File: config.mk
export PLATFORM = sky130hd
export DESIGN_NAME = aes_core_arbiter_flat
export DESIGN_NICKNAME = d
export VERILOG_FILES = /design/src/rtl/aes_arb_pkg.sv /design/src/rtl/taxi_axis_if.sv /design/src/rtl/aes_arb_tag_fifo.sv /design/src/rtl/aes_core_arbiter.sv /design/src/flat_wrapper.sv
export SDC_FILE = /design/constraint.sdc
export NUM_CORES = 1
export LEC_CHECK = 0
export ABC_CLOCK_PERIOD_IN_PS = 3350
export BUFFER_PORTS_ARGS = -buffer_cell sky130_fd_sc_hd__buf_2
export CORE_AREA = 10 10 335 337
export DETAILED_ROUTE_END_ITERATION = 12
export DIE_AREA = 0 0 345 347
export SLEW_MARGIN = 5
export SYNTH_ARGS = -nofsm -noshare
export SYNTH_HDL_FRONTEND = slang
export SYNTH_SLANG_ARGS = --single-unit
File: constraint.sdc
create_clock -name clk -period 3.35 [get_ports clk]
set_input_delay 0.67 -clock clk [delete_from_list [all_inputs] [get_ports clk]]
set_output_delay 0.67 -clock clk [all_outputs]
set_load 0.02 [all_outputs]
File: src/rtl/aes_arb_pkg.sv
// Shared types and constants for the AES core arbiter slice.
// Requester IDs double as tag FIFO entries; mode constants qualify *_dec inputs.
package aes_arb_pkg;

    typedef logic req_id_t;

    localparam logic    MODE_ENC   = 1'b0;
    localparam logic    MODE_DEC   = 1'b1;
    localparam req_id_t REQ_BRIDGE = 1'b0;
    localparam req_id_t REQ_REGS   = 1'b1;

endpackage

File: src/rtl/taxi_axis_if.sv
// Minimal AXI-Stream bundle: one beat per tvalid/tready handshake.
// src drives payload and tvalid, snk drives tready.
interface taxi_axis_if #(
    parameter int DATA_W = 128,
    parameter int KEEP_W = DATA_W / 8
);
    logic [DATA_W-1:0] tdata;
    logic [KEEP_W-1:0] tkeep;
    logic              tlast;
    logic              tvalid;
    logic              tready;

    modport src (output tdata, tkeep, tlast, tvalid, input tready);
    modport snk (input tdata, tkeep, tlast, tvalid, output tready);
endinterface

File: src/rtl/aes_arb_tag_fifo.sv
// In-order FIFO of requester IDs for blocks in flight; head is combinational from storage.
// Push is ignored when full and pop when empty; pointers wrap at the power-of-2 depth.
module aes_arb_tag_fifo
    import aes_arb_pkg::*;
#(
    parameter  int DEPTH = 4,
    localparam int PTR_W = $clog2(DEPTH),
    localparam int CNT_W = $clog2(DEPTH + 1)
) (
    input  logic             clk,
    input  logic             rst,
    input  logic             i_push,
    input  logic             i_pop,
    input  req_id_t          i_din,
    output req_id_t          o_head,
    output logic [CNT_W-1:0] o_count,
    output logic             o_full,
    output logic             o_empty
);

    req_id_t          r_mem [DEPTH];
    logic [PTR_W-1:0] r_wr_ptr;
    logic [PTR_W-1:0] r_rd_ptr;
    logic [CNT_W-1:0] r_count;
    logic             w_push;
    logic             w_pop;

    assign o_full  = (r_count == CNT_W'(DEPTH));
    assign o_empty = (r_count == '0);
    assign o_count = r_count;
    assign o_head  = r_mem[r_rd_ptr];
    assign w_push  = i_push && !o_full;
    assign w_pop   = i_pop && !o_empty;

    always_ff @(posedge clk) begin
        if (rst) begin
            r_wr_ptr <= '0;
            r_rd_ptr <= '0;
            r_count  <= '0;
        end else begin
            if (w_push) r_wr_ptr <= r_wr_ptr + 1'b1;
            if (w_pop)  r_rd_ptr <= r_rd_ptr + 1'b1;
            case ({w_push, w_pop})
                2'b10:   r_count <= r_count + 1'b1;
                2'b01:   r_count <= r_count - 1'b1;
                default: r_count <= r_count;
            endcase
        end
    end

    always_ff @(posedge clk) begin
        if (w_push) r_mem[r_wr_ptr] <= i_din;
    end

endmodule

File: src/rtl/aes_core_arbiter.sv
// Round-robin share of one in-order AES core between bridge (0) and register (1) requesters.
// Zero-latency issue/response muxing; grant held while the core stalls, response head-of-line stalls the core.
module aes_core_arbiter
    import aes_arb_pkg::*;
#(
    parameter  int DATA_W  = 128,
    parameter  int MAX_OUT = 4,
    localparam int CNT_W   = $clog2(MAX_OUT + 1)
) (
    input  logic             clk,
    input  logic             rst,
    input  logic             en,
    taxi_axis_if.snk         s_req0,
    input  logic             s_req0_dec,
    taxi_axis_if.snk         s_req1,
    input  logic             s_req1_dec,
    taxi_axis_if.src         m_core,
    output logic             m_core_dec,
    taxi_axis_if.snk         s_core_rsp,
    taxi_axis_if.src         m_rsp0,
    taxi_axis_if.src         m_rsp1,
    output logic [CNT_W-1:0] outstanding,
    output logic             busy,
    output logic             err_orphan
);

    localparam int KEEP_W = DATA_W / 8;

    req_id_t          r_rr;
    req_id_t          r_lock_id;
    logic             r_lock;
    logic             r_err_orphan;
    req_id_t          w_gnt;
    req_id_t          w_head;
    logic             w_gnt_vld;
    logic             w_issue;
    logic             w_full;
    logic             w_empty;
    logic             w_rsp_vld;
    logic             w_rsp_rdy;
    logic             w_rsp_pop;
    logic [CNT_W-1:0] w_count;
    logic [DATA_W-1:0] w_rsp_dat;
    logic [KEEP_W-1:0] w_rsp_keep;

    // A locked grant ignores en, fullness and the other requester until it handshakes.
    always_comb begin
        w_gnt     = r_rr;
        w_gnt_vld = 1'b0;
        if (r_lock) begin
            w_gnt     = r_lock_id;
            w_gnt_vld = (r_lock_id == REQ_REGS) ? s_req1.tvalid : s_req0.tvalid;
        end else if (en && !w_full) begin
            if (s_req0.tvalid && s_req1.tvalid) begin
                w_gnt     = r_rr;
                w_gnt_vld = 1'b1;
            end else if (s_req0.tvalid) begin
                w_gnt     = REQ_BRIDGE;
                w_gnt_vld = 1'b1;
            end else if (s_req1.tvalid) begin
                w_gnt     = REQ_REGS;
                w_gnt_vld = 1'b1;
            end
        end
    end

    always_comb begin
        m_core.tvalid = w_gnt_vld;
        if (w_gnt == REQ_REGS) begin
            m_core.tdata = s_req1.tdata;
            m_core.tkeep = s_req1.tkeep;
            m_core.tlast = s_req1.tlast;
            m_core_dec   = s_req1_dec;
        end else begin
            m_core.tdata = s_req0.tdata;
            m_core.tkeep = s_req0.tkeep;
            m_core.tlast = s_req0.tlast;
            m_core_dec   = s_req0_dec;
        end
        s_req0.tready = w_gnt_vld && (w_gnt == REQ_BRIDGE) && m_core.tready;
        s_req1.tready = w_gnt_vld && (w_gnt == REQ_REGS) && m_core.tready;
    end

    assign w_issue = w_gnt_vld && m_core.tready;

    always_ff @(posedge clk) begin
        if (rst) begin
            r_rr         <= REQ_BRIDGE;
            r_lock       <= 1'b0;
            r_lock_id    <= REQ_BRIDGE;
            r_err_orphan <= 1'b0;
        end else begin
            r_lock <= w_gnt_vld && !m_core.tready;
            if (w_gnt_vld) r_lock_id <= w_gnt;
            if (w_issue)   r_rr      <= ~w_gnt;
            if (s_core_rsp.tvalid && w_empty) r_err_orphan <= 1'b1;
        end
    end

    aes_arb_tag_fifo #(
        .DEPTH (MAX_OUT)
    ) u_tag_fifo (
        .clk     (clk),
        .rst     (rst),
        .i_push  (w_issue),
        .i_pop   (w_rsp_pop),
        .i_din   (w_gnt),
        .o_head  (w_head),
        .o_count (w_count),
        .o_full  (w_full),
        .o_empty (w_empty)
    );

    // With no tag to route by, the core output is sunk so an orphan beat cannot wedge it.
    assign w_rsp_vld  = s_core_rsp.tvalid && !w_empty;
    assign w_rsp_rdy  = w_empty ? 1'b1 : ((w_head == REQ_REGS) ? m_rsp1.tready : m_rsp0.tready);
    assign w_rsp_pop  = w_rsp_vld && w_rsp_rdy;
    assign w_rsp_dat  = s_core_rsp.tdata;
    assign w_rsp_keep = s_core_rsp.tkeep;
    assign s_core_rsp.tready = w_rsp_rdy;

    always_comb begin
        m_rsp0.tvalid = 1'b0;
        m_rsp0.tdata  = '0;
        m_rsp0.tkeep  = '0;
        m_rsp0.tlast  = 1'b0;
        m_rsp1.tvalid = 1'b0;
        m_rsp1.tdata  = '0;
        m_rsp1.tkeep  = '0;
        m_rsp1.tlast  = 1'b0;
        if (!w_empty) begin
            if (w_head == REQ_REGS) begin
                m_rsp1.tvalid = w_rsp_vld;
                m_rsp1.tdata  = w_rsp_dat;
                m_rsp1.tkeep  = w_rsp_keep;
                m_rsp1.tlast  = s_core_rsp.tlast;
            end else begin
                m_rsp0.tvalid = w_rsp_vld;
                m_rsp0.tdata  = w_rsp_dat;
                m_rsp0.tkeep  = w_rsp_keep;
                m_rsp0.tlast  = s_core_rsp.tlast;
            end
        end
    end

    assign outstanding = w_count;
    assign busy        = (w_count != '0) || m_core.tvalid;
    assign err_orphan  = r_err_orphan;

endmodule

File: src/flat_wrapper.sv
// flat-port wrapper written by rule: the top's interface ports become plain ports
module aes_core_arbiter_flat import aes_arb_pkg::*;
#(
    parameter  int DATA_W  = 128,
    parameter  int MAX_OUT = 4,
    localparam int CNT_W   = $clog2(MAX_OUT + 1)
)
  (clk, rst, en, s_req0_dec, s_req1_dec, m_core_dec, outstanding, busy, err_orphan, s_req0_tdata, s_req0_tkeep, s_req0_tlast, s_req0_tvalid, s_req0_tready, s_req1_tdata, s_req1_tkeep, s_req1_tlast, s_req1_tvalid, s_req1_tready, m_core_tdata, m_core_tkeep, m_core_tlast, m_core_tvalid, m_core_tready, s_core_rsp_tdata, s_core_rsp_tkeep, s_core_rsp_tlast, s_core_rsp_tvalid, s_core_rsp_tready, m_rsp0_tdata, m_rsp0_tkeep, m_rsp0_tlast, m_rsp0_tvalid, m_rsp0_tready, m_rsp1_tdata, m_rsp1_tkeep, m_rsp1_tlast, m_rsp1_tvalid, m_rsp1_tready);
  taxi_axis_if #(.DATA_W(DATA_W)) s_req0_i ();
  taxi_axis_if #(.DATA_W(DATA_W)) s_req1_i ();
  taxi_axis_if #(.DATA_W(DATA_W)) m_core_i ();
  taxi_axis_if #(.DATA_W(DATA_W)) s_core_rsp_i ();
  taxi_axis_if #(.DATA_W(DATA_W)) m_rsp0_i ();
  taxi_axis_if #(.DATA_W(DATA_W)) m_rsp1_i ();
  input  logic clk;
  input  logic rst;
  input  logic en;
  input  logic s_req0_dec;
  input  logic s_req1_dec;
  output logic m_core_dec;
  output logic [CNT_W-1:0] outstanding;
  output logic busy;
  output logic err_orphan;
  input wire logic [$bits(s_req0_i.tdata)-1:0] s_req0_tdata;
  input wire logic [$bits(s_req0_i.tkeep)-1:0] s_req0_tkeep;
  input wire logic [$bits(s_req0_i.tlast)-1:0] s_req0_tlast;
  input wire logic [$bits(s_req0_i.tvalid)-1:0] s_req0_tvalid;
  output wire logic [$bits(s_req0_i.tready)-1:0] s_req0_tready;
  input wire logic [$bits(s_req1_i.tdata)-1:0] s_req1_tdata;
  input wire logic [$bits(s_req1_i.tkeep)-1:0] s_req1_tkeep;
  input wire logic [$bits(s_req1_i.tlast)-1:0] s_req1_tlast;
  input wire logic [$bits(s_req1_i.tvalid)-1:0] s_req1_tvalid;
  output wire logic [$bits(s_req1_i.tready)-1:0] s_req1_tready;
  output wire logic [$bits(m_core_i.tdata)-1:0] m_core_tdata;
  output wire logic [$bits(m_core_i.tkeep)-1:0] m_core_tkeep;
  output wire logic [$bits(m_core_i.tlast)-1:0] m_core_tlast;
  output wire logic [$bits(m_core_i.tvalid)-1:0] m_core_tvalid;
  input wire logic [$bits(m_core_i.tready)-1:0] m_core_tready;
  input wire logic [$bits(s_core_rsp_i.tdata)-1:0] s_core_rsp_tdata;
  input wire logic [$bits(s_core_rsp_i.tkeep)-1:0] s_core_rsp_tkeep;
  input wire logic [$bits(s_core_rsp_i.tlast)-1:0] s_core_rsp_tlast;
  input wire logic [$bits(s_core_rsp_i.tvalid)-1:0] s_core_rsp_tvalid;
  output wire logic [$bits(s_core_rsp_i.tready)-1:0] s_core_rsp_tready;
  output wire logic [$bits(m_rsp0_i.tdata)-1:0] m_rsp0_tdata;
  output wire logic [$bits(m_rsp0_i.tkeep)-1:0] m_rsp0_tkeep;
  output wire logic [$bits(m_rsp0_i.tlast)-1:0] m_rsp0_tlast;
  output wire logic [$bits(m_rsp0_i.tvalid)-1:0] m_rsp0_tvalid;
  input wire logic [$bits(m_rsp0_i.tready)-1:0] m_rsp0_tready;
  output wire logic [$bits(m_rsp1_i.tdata)-1:0] m_rsp1_tdata;
  output wire logic [$bits(m_rsp1_i.tkeep)-1:0] m_rsp1_tkeep;
  output wire logic [$bits(m_rsp1_i.tlast)-1:0] m_rsp1_tlast;
  output wire logic [$bits(m_rsp1_i.tvalid)-1:0] m_rsp1_tvalid;
  input wire logic [$bits(m_rsp1_i.tready)-1:0] m_rsp1_tready;
  assign s_req0_i.tdata = s_req0_tdata;
  assign s_req0_i.tkeep = s_req0_tkeep;
  assign s_req0_i.tlast = s_req0_tlast;
  assign s_req0_i.tvalid = s_req0_tvalid;
  assign s_req0_tready = s_req0_i.tready;
  assign s_req1_i.tdata = s_req1_tdata;
  assign s_req1_i.tkeep = s_req1_tkeep;
  assign s_req1_i.tlast = s_req1_tlast;
  assign s_req1_i.tvalid = s_req1_tvalid;
  assign s_req1_tready = s_req1_i.tready;
  assign m_core_tdata = m_core_i.tdata;
  assign m_core_tkeep = m_core_i.tkeep;
  assign m_core_tlast = m_core_i.tlast;
  assign m_core_tvalid = m_core_i.tvalid;
  assign m_core_i.tready = m_core_tready;
  assign s_core_rsp_i.tdata = s_core_rsp_tdata;
  assign s_core_rsp_i.tkeep = s_core_rsp_tkeep;
  assign s_core_rsp_i.tlast = s_core_rsp_tlast;
  assign s_core_rsp_i.tvalid = s_core_rsp_tvalid;
  assign s_core_rsp_tready = s_core_rsp_i.tready;
  assign m_rsp0_tdata = m_rsp0_i.tdata;
  assign m_rsp0_tkeep = m_rsp0_i.tkeep;
  assign m_rsp0_tlast = m_rsp0_i.tlast;
  assign m_rsp0_tvalid = m_rsp0_i.tvalid;
  assign m_rsp0_i.tready = m_rsp0_tready;
  assign m_rsp1_tdata = m_rsp1_i.tdata;
  assign m_rsp1_tkeep = m_rsp1_i.tkeep;
  assign m_rsp1_tlast = m_rsp1_i.tlast;
  assign m_rsp1_tvalid = m_rsp1_i.tvalid;
  assign m_rsp1_i.tready = m_rsp1_tready;
  aes_core_arbiter #(.DATA_W(DATA_W), .MAX_OUT(MAX_OUT)) u_core (.clk(clk), .rst(rst), .en(en), .s_req0(s_req0_i), .s_req0_dec(s_req0_dec), .s_req1(s_req1_i), .s_req1_dec(s_req1_dec), .m_core(m_core_i), .m_core_dec(m_core_dec), .s_core_rsp(s_core_rsp_i), .m_rsp0(m_rsp0_i), .m_rsp1(m_rsp1_i), .outstanding(outstanding), .busy(busy), .err_orphan(err_orphan));
endmodule
# ---- Word level (Yosys, flattened, before mapping)
# Memories as Yosys holds them, arrays and structs flattened. A register that Yosys moved wholly into a read port is not among the register bits.
# Index checks and enable logic that the tools add are counted.
dict set report op_classes {
  addsub 4
  multipliers 0
  div 0
  order_cmp 0
  eq_ne 3
  shifts 0
  n_mux 38
  bitwise_logic 1
  n_reduce_logical 20
}
# operator count
set ops {}
lappend ops {{2-to-1 mux 128 bit} 5}
lappend ops {{2-to-1 mux 16 bit} 5}
lappend ops {{2-to-1 mux 1 bit} 25}
lappend ops {{logical AND 1 bit} 13}
lappend ops {{case mux 3 bit (2 select lines)} 1}
lappend ops {{adder 2 x 1 -> 2 bit, second input constant} 2}
lappend ops {{2-to-1 mux 2 bit} 2}
lappend ops {{adder 3 x 1 -> 3 bit, second input constant} 1}
lappend ops {{== test 3 bit, second input constant} 1}
lappend ops {{logical NOT 1 bit} 3}
lappend ops {{logical NOT 3 bit} 1}
lappend ops {{nonzero test 3 bit} 1}
lappend ops {{subtractor 3 x 1 -> 3 bit, second input constant} 1}
lappend ops {{== test 2 x 1 -> 1 bit, second input constant} 1}
lappend ops {{== test 2 bit, second input constant} 1}
lappend ops {{nonzero test 2 bit} 1}
lappend ops {{logical OR 1 bit} 1}
lappend ops {{NOT 1 bit} 1}
dict set report word_totals {
  regBits 11
  latchBits 0
  mem_bits_rw 4
  rom_bits 0
  inputBits 446
  out_inout_bits 447
  wordCells 74
  memories 1
}
# name depth width read_ports rd_clocked_by_memory_dff write_ports line_no
set mem_list {}
lappend mem_list {u_core.u_tag_fifo.r_mem 4 1 1 1 1 aes_arb_tag_fifo.sv:21} ;# req_id_t r_mem [DEPTH];

# ---- Logic depth before layout (Yosys ltp)
# Gate-level depths: netlist of the first run.
dict set report logic_depth {
  ltp_word 9
  mapped_depth 10
  depth_no_buf 9
}

# ---- Hierarchy
# From an unflattened synthesis of the first run, not the netlist that was laid out.
dict set report unflattened {
  cells_unflattened 582
  hier_area_um2 5190.0
}
# module instances cells_each area_per_inst_um2 seq_area_each_um2
set by_module_without_submodules {}
lappend by_module_without_submodules {aes_core_arbiter 1 523 4571.9 80.1}
lappend by_module_without_submodules {aes_arb_tag_fifo 1 59 618.1 300.3}

# ---- Least setup slack after synthesis of the first run
# OpenSTA, ideal clock, no wires.
dict set report synth_timing {
  kind {register to output}
  start {register u_core.u_tag_fifo.r_count[2], in the netlist u_core.u_tag_fifo.o_count[2]}
  end {output m_core_tdata[100]}
  arrival_ns 2.329
  required_ns 2.680
  setup_slack_ns 0.351
  stages_incl_launch_ff 9
  n_path_buf 3
  path_cell_list {dfxtp_1 > or3b_1 > buf_2 > a32o_1 > o31a_1 > inv_2 > buf_8 > buf_8 > mux2_1}
}
dict set report synth_via {
  elab_chain_len 6
}
# element line_no
set synth_lines {}
lappend synth_lines {{start, declared} aes_arb_tag_fifo.sv:24} ;# logic [CNT_W-1:0] r_count;
lappend synth_lines {{start signal, assigned} aes_arb_tag_fifo.sv:44} ;# 2'b10: r_count <= r_count + 1'b1;
lappend synth_lines {{start signal, assigned} aes_arb_tag_fifo.sv:45} ;# 2'b01: r_count <= r_count - 1'b1;
lappend synth_lines {{start signal, assigned} aes_arb_tag_fifo.sv:46} ;# default: r_count <= r_count;
lappend synth_lines {{== test 3 bit} aes_arb_tag_fifo.sv:28} ;# assign o_full = (r_count == CNT_W'(DEPTH));
lappend synth_lines {{logical NOT 1 bit} aes_core_arbiter.sv:53} ;# end else if (en && !w_full) begin
lappend synth_lines {{logical AND 1 bit} aes_core_arbiter.sv:53}
lappend synth_lines {{2-to-1 mux 1 bit} aes_core_arbiter.sv:53}
lappend synth_lines {{2-to-1 mux 1 bit} aes_core_arbiter.sv:50} ;# if (r_lock) begin
lappend synth_lines {{2-to-1 mux 128 bit} aes_core_arbiter.sv:69} ;# if (w_gnt == REQ_REGS) begin
lappend synth_lines {{end, declared} flat_wrapper.sv:34} ;# output wire logic [$bits(m_core_i.tdata)-1:0] m_core_tdata;
# No other way between the ends.

# ---- Worst setup path in the final report of the first run
dict set report layout_timing {
  start {register u_core.u_tag_fifo.r_count[2], in the netlist u_core.u_tag_fifo.o_count[2]}
  end {output m_core_tdata[116]}
}
# The elaborated chain is that of the path after synthesis.

==> metrics, run 1 <==
Num CTS Buffers=3; buffer depth of the longest clock path=2; Rel. slew slack=roughly 44%; Setup TNS Final=0 ns; met3 wire len=5900 um; std cell rows=119; CTS root buffer=clkbuf_16; WL final=72100 um; routed length on met2=31700 um; gr usage total=11.2%; worst reg2reg path depth=8; Unique masters post-synth=43; Pre-antenna DRT Iters=5; #FFs+latches synth=17; Leakage=5.95 nW; die area=120000 um^2; via/cell ratio=3.07; fraction of the yosys area taken by sequential cells=8.24%; Worst Setup End Kind=primary output; Worst Skew=0.00159 ns; Power Density=approximately 300 nW/um^2; met1 WL=around 34000 um; YS warnings=0; Syn Area/Cell=slightly above 6 um^2; chip width=345 um; final hold vios=0; cell count after synthesis=746; R2R setup slack=between 0.6 and 0.7 ns; asr flop ratio synth=0%; CP arrival=2.62 ns; Worst Setup Start Kind=flop; worst vdd ir=0.252 mV; cell area after synthesis=approximately 4600 um^2; worst hold stages=2; minimum clock period=~3.3 ns; clk sinks=17; initial core utilization=4.39%; RSZ-0062 raised after global routing=yes; highest routed layer=met5; P&R area growth vs syn=138%; core area=105000 um^2; fin. max-slew vios=0; post-DP HPWL=67100 um; Period Utilization, post-route=between 90% and 100%; die height=347 um; largest net degree at the start of global routing=132; crit path launch=u_core.u_tag_fifo.o_count[2]$_SDFFE_PP0P_; Yosys top cell area share=27.3%; Final WS setup=0.0634 ns; area leader, netlist=mux2_1; critical path data required time=~2.7 ns; IO Pins=893; Post-synth EDFFs=4; clk slew on worst S/H paths=0.05 ns; Synth Flop Type=dfxtp_1; number of port buffers=892; RePlAce Congestion=0.887; number of max-cap violations=0; DR vias=9224; Synth Net Count=1198; vias in the first global route=between 9000 and 10000; fmax=just over 300 MHz; CTS tree=done; Avg WL per Cell=roughly 24 um; initial antenna violation count=96; crit path kind=flop to primary output; FF-to-FF End=u_core.u_tag_fifo.o_count[2]$_SDFFE_PP0P_; hold_sp=u_core.err_orphan$_SDFFE_PP0P_; synth top area cells=mux2_1, nor2_1, nand2_1; HP Class=flop to flop; hold_buf cts=0; Layout Utilization=10.5%; outcome=complete, no violations; Hold Slack=about 0.48 ns; GRT overflow=0; share of cells above drive strength 1=60.7%; crit-path max FO=11; Tightest Pin Transition=approximately 0.84 ns; Final ANT Viol Nets=0; nets=2062; H-tree levels=1; top-count cell post-synth=nor2_1; total power=3.27 mW; worst skew pair latency=0.25 ns; first-pass GRT wire length=91300 um; Worst Hold Endpoint=u_core.err_orphan$_SDFFE_PP0P_; DR DRC count=0; most common library cells after synthesis=nor2_1, nand2_1, mux2_1, clkbuf_1, mux2_2; DR iter-0 viols=426; Post-Place Worst Slack=0.0123 ns; Final setup violation count=0
## kinds of logic (layout without fill, tap and decap cells)
| group | Yosys count | count (layout) | synth area share, % |
|---|---|---|---|
| fa+ha+maj | 6 | 6 | 1.79 |
| xor+xnor | 2 | 2 | 0.379 |
| compound gates | 24 | 24 | 3.41 |
| other cells | 0 | 7 | 0 |
| buf+inv | 73 | 936 | 9.19 |
| mux | 152 | 152 | 37.2 |
| flops | 17 | 17 | 8.24 |
| simple gates | 472 | 472 | 39.8 |
## power by group
group          switching [mW]  internal, mW  leakage, nW
sequential             0.0127         0.225        0.144
clock                  0.0839         0.160       0.0409
combinational            1.83         0.950         5.77
## worst max-delay path by stage
| stage | to | slack [ns] | cells past startpoint |
|---|---|---|---|
| 3_5_place_dp | m_core_tdata[14] | 0.01 | 8 |
| 4_1_cts | m_core_tdata[52] | 0.007 | 7 |
| 5_1_grt | m_core_tdata[5] | -0.006 | 7 |
| 2_1_floorplan | m_core_tdata[100] | 0.35 | 8 |
| 3_3_place_gp | m_core_tdata[68] | 0.06 | 8 |
| 6_report | m_core_tdata[116] | 0.06 | 7 |
## layout make-up
| type | count | area (um^2) |
|---|---|---|
| Timing Repair Buffer | 924 | 4850 |
| Inverter | 6 | 38.8 |
| Clock inverter | 1 | 5.00 |
| Sequential cell | 17 | 385 |
| Antenna cell | 7 | 17.5 |
| Fill cell | 12400 | 94100 |
| Tap cell | 1391 | 1740 |
| Multi-Input combinational cell | 656 | 3850 |
| Timing Repair inverter | 2 | 17.5 |
| Clock buffer | 3 | 75.1 |
## cell usage in the layout, fill, tap and decap left out, types with 3 or more instances in the layout
master and n:
a21oi_1 9, nor3_1 4, mux2_1 111, clkbuf_16 3, inv_1 5, dfxtp_1 11
nor2_1 298, diode_2 7, edfxtp_1 4, buf_4 23, buf_2 890, nand2_1 148
mux2_2 36, mux2i_1 3, nand2b_1 3, and2_1 4, ha_1 5, buf_12 8
and3_1 3
## metal layers
layer / GRT usage, % / vias to the layer above
li1: - / 4140
met1: 15.6 / 4203
met2: 18.1 / 755
met3: 2.70 / 112
met4: 0.342 / 14
met5: 0 / -
## worst max-delay path, cell delays in order, from the launching register on
cell	delay (ns)
dfxtp_4	0.37
or3b_4	0.39
a32o_1	0.27
o31a_4	0.39
inv_6	0.20
buf_4	0.20
mux2_1	0.32
buf_2	0.19
## through the flow
step	std cells	cell area (um^2)
2_1_floorplan	746	4620
3_3_place_gp	2992	10800
3_5_place_dp	2992	10800
4_1_cts	3000	11000
5_1_grt	3001	11000
6_report	3007	11000
## timing repair
action	CTS	global route
hold endpoints to repair	0	0
buffers inserted	1	0
gates cloned	3	0
gates resized for setup	10	5
pin swaps	1	0
endpoints found under the setup margin	125	62
Power figures use the tool's default switching activity.
==> inputs of run 2 (changes only) <==
--- a/config.mk
+++ b/config.mk
@@ -10,7 +10,8 @@
 export CORE_AREA = 10 10 335 337
 export DETAILED_ROUTE_END_ITERATION = 12
 export DIE_AREA = 0 0 345 347
-export SLEW_MARGIN = 5
+export PLACE_DENSITY = 0.3
+export SLEW_MARGIN = 20
 export SYNTH_ARGS = -nofsm -noshare
 export SYNTH_HDL_FRONTEND = slang
 export SYNTH_SLANG_ARGS = --single-unit
==> run 2 against run 1 <==
First-iteration DRC count rose by 33%. Non-clock buffer count is 2 lower. Die area unchanged. Fmax up 0.63%. Largest cell class unchanged.
==> metrics, run 2 (synthesis gave the netlist of run 1 again) <==
outcome=complete, no violations; worst reg2reg path depth=8 (unchanged); DR DRC count=0 (unchanged); H-tree levels=1 (unchanged); via/cell ratio=2.94 (-4.1%); Final Instance Count excl. Fillers=3013 (+0.20%); Power Density=306 nW/um^2 (+2.9%); WL final=66100 um (-8.3%); Final ANT Viol Nets=0 (unchanged); vias in the first global route=9124 (-2.4%); initial antenna violation count=71 (-26%); Worst Setup Start Kind=flop; post-DP HPWL=60800 um (-9.5%); GRT overflow=0 (unchanged); number of buffers added for setup after CTS=0 (-1); Pre-antenna DRT Iters=5 (unchanged); first-pass GRT wire length=84500 um (-7.5%); DR vias=8868 (-3.9%); Multi-input gate area=3830 um^2 (-0.49%); die height=347 um (unchanged); std cell rows=119 (unchanged); P&R area growth vs syn=137%; worst skew pair latency=0.25 ns (about the same); share of cells above drive strength 1=60.2% (-0.41 points); gr usage total=10.2% (-1.0 points); Tightest Pin Transition=0.909 ns (+0.0728 ns); worst hold stages=2 (unchanged); CTS tree=done; clk sinks=17 (unchanged); initial core utilization=4.39% (unchanged); CP arrival=2.60 ns (-0.02 ns); die area=120000 um^2 (unchanged); Worst Skew=0.00126 ns (-0.000328 ns); commonest cells after routing, fill and taps aside=buf_2, nor2_1, nand2_1; Num CTS Buffers=3 (unchanged); number of max-cap violations=0 (unchanged); DR iter-0 viols=565 (+33%); crit path kind=flop to primary output; minimum clock period=3.27 ns (-0.0207 ns); hold_buf cts=0 (unchanged); Leakage=5.90 nW (-0.80%); fill cell count=12600 (+2.2%); Setup TNS Final=0 ns (unchanged); HP Class=flop to flop; Final setup violation count=0 (unchanged); number of port buffers=892 (unchanged); Avg WL per Cell=22.0 um (-8.4%); Period Utilization, post-route=97.5% (-0.62 points); chip width=345 um (unchanged); RePlAce Congestion=0.885 (-0.30%); crit-path max FO=27 (+16); final hold vios=0 (unchanged); IO Pins=893 (unchanged); commonest non-fill, non-tap cell in the layout=buf_2; register area=380 um^2 (-1.3%); RSZ-0062 raised after global routing=no; Worst Setup End Kind=primary output; buffer depth of the longest clock path=2 (unchanged); Rel. slew slack=39.4% (-4.9 points); largest net degree at the start of global routing=122 (-7.6%); fmax=306 MHz (+0.63%); nets=2058 (-0.19%); CTS root buffer=clkbuf_16; total placed cells including tap cells=2992 (unchanged); core area=105000 um^2 (unchanged); critical path data required time=2.68 ns (about the same); worst vdd ir=0.192 mV (-24%); R2R setup slack=0.67 ns (+0.02 ns); clk slew on worst S/H paths=0.05 ns (about the same); fin. max-slew vios=0 (unchanged)
run 2: cell count changes in the layout (fill, tap and decap cells not counted), moves of 2 or more:
cell and change:
buf_4 -2, buf_2 +2, diode_2 +10, dfxtp_1 +2
run 2: per-layer routing:
metal	GRT usage [%]	part of all wire, %	wire length [um]
met5	0	0.50	330
met4	0.613	0.67	442
met3	5.44	13	8700
met2	15.6	43	28600
met1	13.0	42	28000
run 2: what timing repair did:
| item | CTS | global route |
|---|---|---|
| hold endpoints to repair | 0 | 0 |
| gates resized for setup | 1 | 3 |
| endpoints found under the setup margin | 1 | 119 |
| pin swaps | 0 | 1 |
run 2: final timing paths:
kind                                                     to                                       from
setup reg to reg  u_core.u_tag_fifo.o_count[2]$_SDFFE_PP0P_                                       flop
setup / recovery                           m_core_tkeep[13]  u_core.u_tag_fifo.o_count[2]$_SDFFE_PP0P_
hold reg to reg              u_core.err_orphan$_SDFFE_PP0P_             u_core.err_orphan$_SDFFE_PP0P_
hold / removal               u_core.err_orphan$_SDFFE_PP0P_             u_core.err_orphan$_SDFFE_PP0P_
run 2: worst max-delay path, stage by stage (launching register included):
cell     delay [ns]
dfxtp_1        0.33
or3b_4         0.42
a32o_1         0.26
o31a_1         0.33
inv_6          0.15
buf_12         0.20
mux2_2         0.43
buf_2          0.20
run 2: per-stage QoR:
stage                     area [um^2]  hold WS (ns)  utilization [%]  power (mW)  setup slack [ns]
final                           10900         0.502             10.4        3.34            0.0841
after global routing            10900         0.538             10.3        3.57           0.00854
after CTS                       10900         0.496             10.3        3.41            0.0129
after detailed placement        10800         0.480             10.3        3.14            0.0250
after global placement          10800         0.477             10.3        3.17            0.0112
after floorplan                  4620         0.478                -        1.83             0.351
run 2: cell type report:
class	instances	share of cell area (%)
diodes	17	0.390
clock buffers	4	0.722
flip-flops and latches	17	3.48
repair buffers	922	44.1
inverters	6	0.252
well taps	1391	15.9
multi-input cells	656	35.1
run 2: report_power, final:
part / internal (mW) / switching, mW
Combinational: 0.947 / 1.91
Clock: 0.162 / 0.0873
Sequential: 0.225 / 0.0101
==> inputs of run 3 (changes only) <==
--- a/config.mk
+++ b/config.mk
@@ -11,6 +11,7 @@
 export DETAILED_ROUTE_END_ITERATION = 12
 export DIE_AREA = 0 0 345 347
 export PLACE_DENSITY = 0.3
+export SKIP_CTS_REPAIR_TIMING = 1
 export SLEW_MARGIN = 20
 export SYNTH_ARGS = -nofsm -noshare
 export SYNTH_HDL_FRONTEND = slang
==> constraint.sdc (replaced) <==
create_clock -name clk -period 3.35 [get_ports clk]
set_input_delay 0.1675 -clock clk [delete_from_list [all_inputs] [get_ports clk]]
set_output_delay 0.1675 -clock clk [all_outputs]
set_load 0.02 [all_outputs]
==> run 3 against run 2 <==
Core utilization down 0.15 points. Non-clock buffer count down 13. Routed wire length down 1.0%. Register-to-register slack worse by 0.07 ns. Final area down 1.4%. Sequential power up 2%. Fmax up 2.3%. Largest power group unchanged. Highest routed layer unchanged.
==> metrics, run 3 (synthesis gave the netlist of run 1 again) <==
outcome=complete, no violations; worst skew pair latency=0.25 ns (about the same); core area=105000 um^2 (unchanged); Worst Hold Endpoint=u_core.err_orphan$_SDFFE_PP0P_; initial antenna violation count=66 (-7.0%); Buf/Inv on CP=3 (unchanged); IO Pins=893 (unchanged); Gate power share=85.1% (-0.4 points); Internal=1.28 mW (-3.9%); via/cell ratio=2.91 (-1.1%); hold_sp=s_core_rsp_tvalid; Rel. slew slack=34.0% (-5.4 points); Worst Setup Start Kind=flop; CTS tree=done; Power Density=303 nW/um^2 (-0.86%); worst hold stages=3 (+1); Final ANT Viol Nets=0 (unchanged); HP Class=primary input to flop; final hold vios=0 (unchanged); share of cells above drive strength 1=59.9% (-0.39 points); worst vdd ir=0.255 mV (+33%); Tightest Pin Transition=0.990 ns (+0.0814 ns); Worst path slowest cell=or3b_1; RSZ-0062 raised after global routing=no; Period Utilization, post-route=95.3% (-2.2 points); RePlAce Congestion=0.867 (-2.0%); CTS root buffer=clkbuf_16; nets=2045 (-0.63%); Avg WL per Cell=21.8 um (-0.51%); critical path data required time=3.18 ns (+0.50 ns); Worst Setup End Kind=primary output; std cell rows=119 (unchanged); commonest non-fill, non-tap cell in the layout=buf_2; DR DRC count=0 (unchanged); clk slew on worst S/H paths=0.06 ns (about the same); Worst Skew=0.00119 ns (-0.0000730 ns); post-DP HPWL=59800 um (-1.6%); number of max-cap violations=0 (unchanged); reg-to-reg startpoint=u_core.u_tag_fifo.o_count[0]$_SDFFE_PP0P_; Net Sw Frac=60.7% (+0.65 points); worst reg2reg path depth=9 (+1); clk sinks=17 (unchanged); chip width=345 um (unchanged); Layout Utilization=10.2% (-0.15 points); number of port buffers=892 (unchanged); commonest cells after routing, fill and taps aside=buf_2, nor2_1, nand2_1; Hold Slack=0.184 ns (-0.318 ns); fmax=313 MHz (+2.3%); vias in the first global route=8950 (-1.9%); buffer depth of the longest clock path=2 (unchanged); Final WS setup=0.159 ns (+0.0747 ns); CP arrival=3.02 ns (+0.42 ns); die height=347 um (unchanged); largest net degree at the start of global routing=147 (+20%); gr usage total=10.1% (-0.074 points); crit-path leading delay family=buffers and inverters; FF-to-FF End=u_core.u_tag_fifo.o_count[2]$_SDFFE_PP0P_; Num CTS Buffers=3 (unchanged); CP peak stage delay=0.47 ns (+0.04 ns); Post-Place Worst Slack=0.451 ns (+0.426 ns); Clock Power Share=7.5% (about the same); R2R setup slack=0.60 ns (-0.07 ns); Final setup violation count=0 (unchanged); switching pwr=1.98 mW (-1.2%); P&R area growth vs syn=133%; crit-path max FO=40 (+48%); H-tree levels=1 (unchanged); Leakage=5.83 nW (-1.4%); minimum clock period=3.19 ns (-0.0747 ns); fin. max-slew vios=0 (unchanged); CP cell instances=or3b_1, a32o_1, o31a_1, inv_6, buf_12, mux2_1, buf_2; crit path kind=flop to primary output; WL final=65500 um (-1.0%); die area=120000 um^2 (unchanged); DR vias=8728 (-1.6%); Setup TNS Final=0 ns (unchanged); GRT overflow=0 (unchanged); first-pass GRT wire length=84300 um (-0.15%); initial core utilization=4.39% (unchanged); DR iter-0 viols=466 (-18%); CP Depth=7 (unchanged); Pre-antenna DRT Iters=5 (unchanged); Reg power frac=7.4% (+0.4 points)
[run 3: through the flow]
stage               instances  cell area [um^2]  power (mW)
detailed placement       2979             10600        3.07
global placement         2979             10600        3.10
finish                   2998             10800        3.26
CTS                      2983             10700        3.34
floorplan                 746              4620        1.83
global route             2985             10700        3.49
[run 3: how the worst max path moves through the flow]
stage | end | slack (ns) | from
floorplan | m_core_tdata[100] | 0.85 | u_core.u_tag_fifo.o_count[2]$_SDFFE_PP0P_
global placement | m_core_tdata[27] | 0.49 | u_core.u_tag_fifo.o_count[0]$_SDFFE_PP0P_
detailed placement | m_core_tdata[27] | 0.45 | u_core.u_tag_fifo.o_count[0]$_SDFFE_PP0P_
CTS | m_core_tdata[27] | 0.16 | u_core.u_tag_fifo.o_count[0]$_SDFFE_PP0P_
global route | m_core_tdata[41] | 0.04 | u_core.u_tag_fifo.o_count[0]$_SDFFE_PP0P_
finish | m_core_tdata[115] | 0.16 | u_core.u_tag_fifo.o_count[2]$_SDFFE_PP0P_
[run 3: layer usage]
layer,up-vias,track usage [%],share of wire [%]
met1,3952,12.9,43
met5,-,0,0.52
met4,50,0.622,0.46
li1,4112,-,-
met3,60,5.20,13
met2,554,15.6,43
[run 3: tightest hold or removal path, cell delays in order]
cell and delay, ns:
buf_2 0.10, a21oi_1 0.06, nor2_1 0.07
[run 3: power by group through the flow]
stage / clock (mW) / sequential, mW / combinational (mW)
after floorplan: 0 / 0.247 / 1.58
after global placement: 0 / 0.245 / 2.85
after detailed placement: 0 / 0.245 / 2.83
after CTS: 0.261 / 0.240 / 2.84
after global routing: 0.267 / 0.243 / 2.98
final: 0.246 / 0.240 / 2.78
[run 3: area by class of cell]
cell class | count | area, um^2
diodes | 15 | 37.5
clock buffers | 3 | 75.1
clock inverters | 1 | 5.00
fillers | 12600 | 94400
inverters | 6 | 27.5
multi-input cells | 656 | 3830
flip-flops and latches | 17 | 380
well taps | 1391 | 1740
repair buffers | 909 | 4670
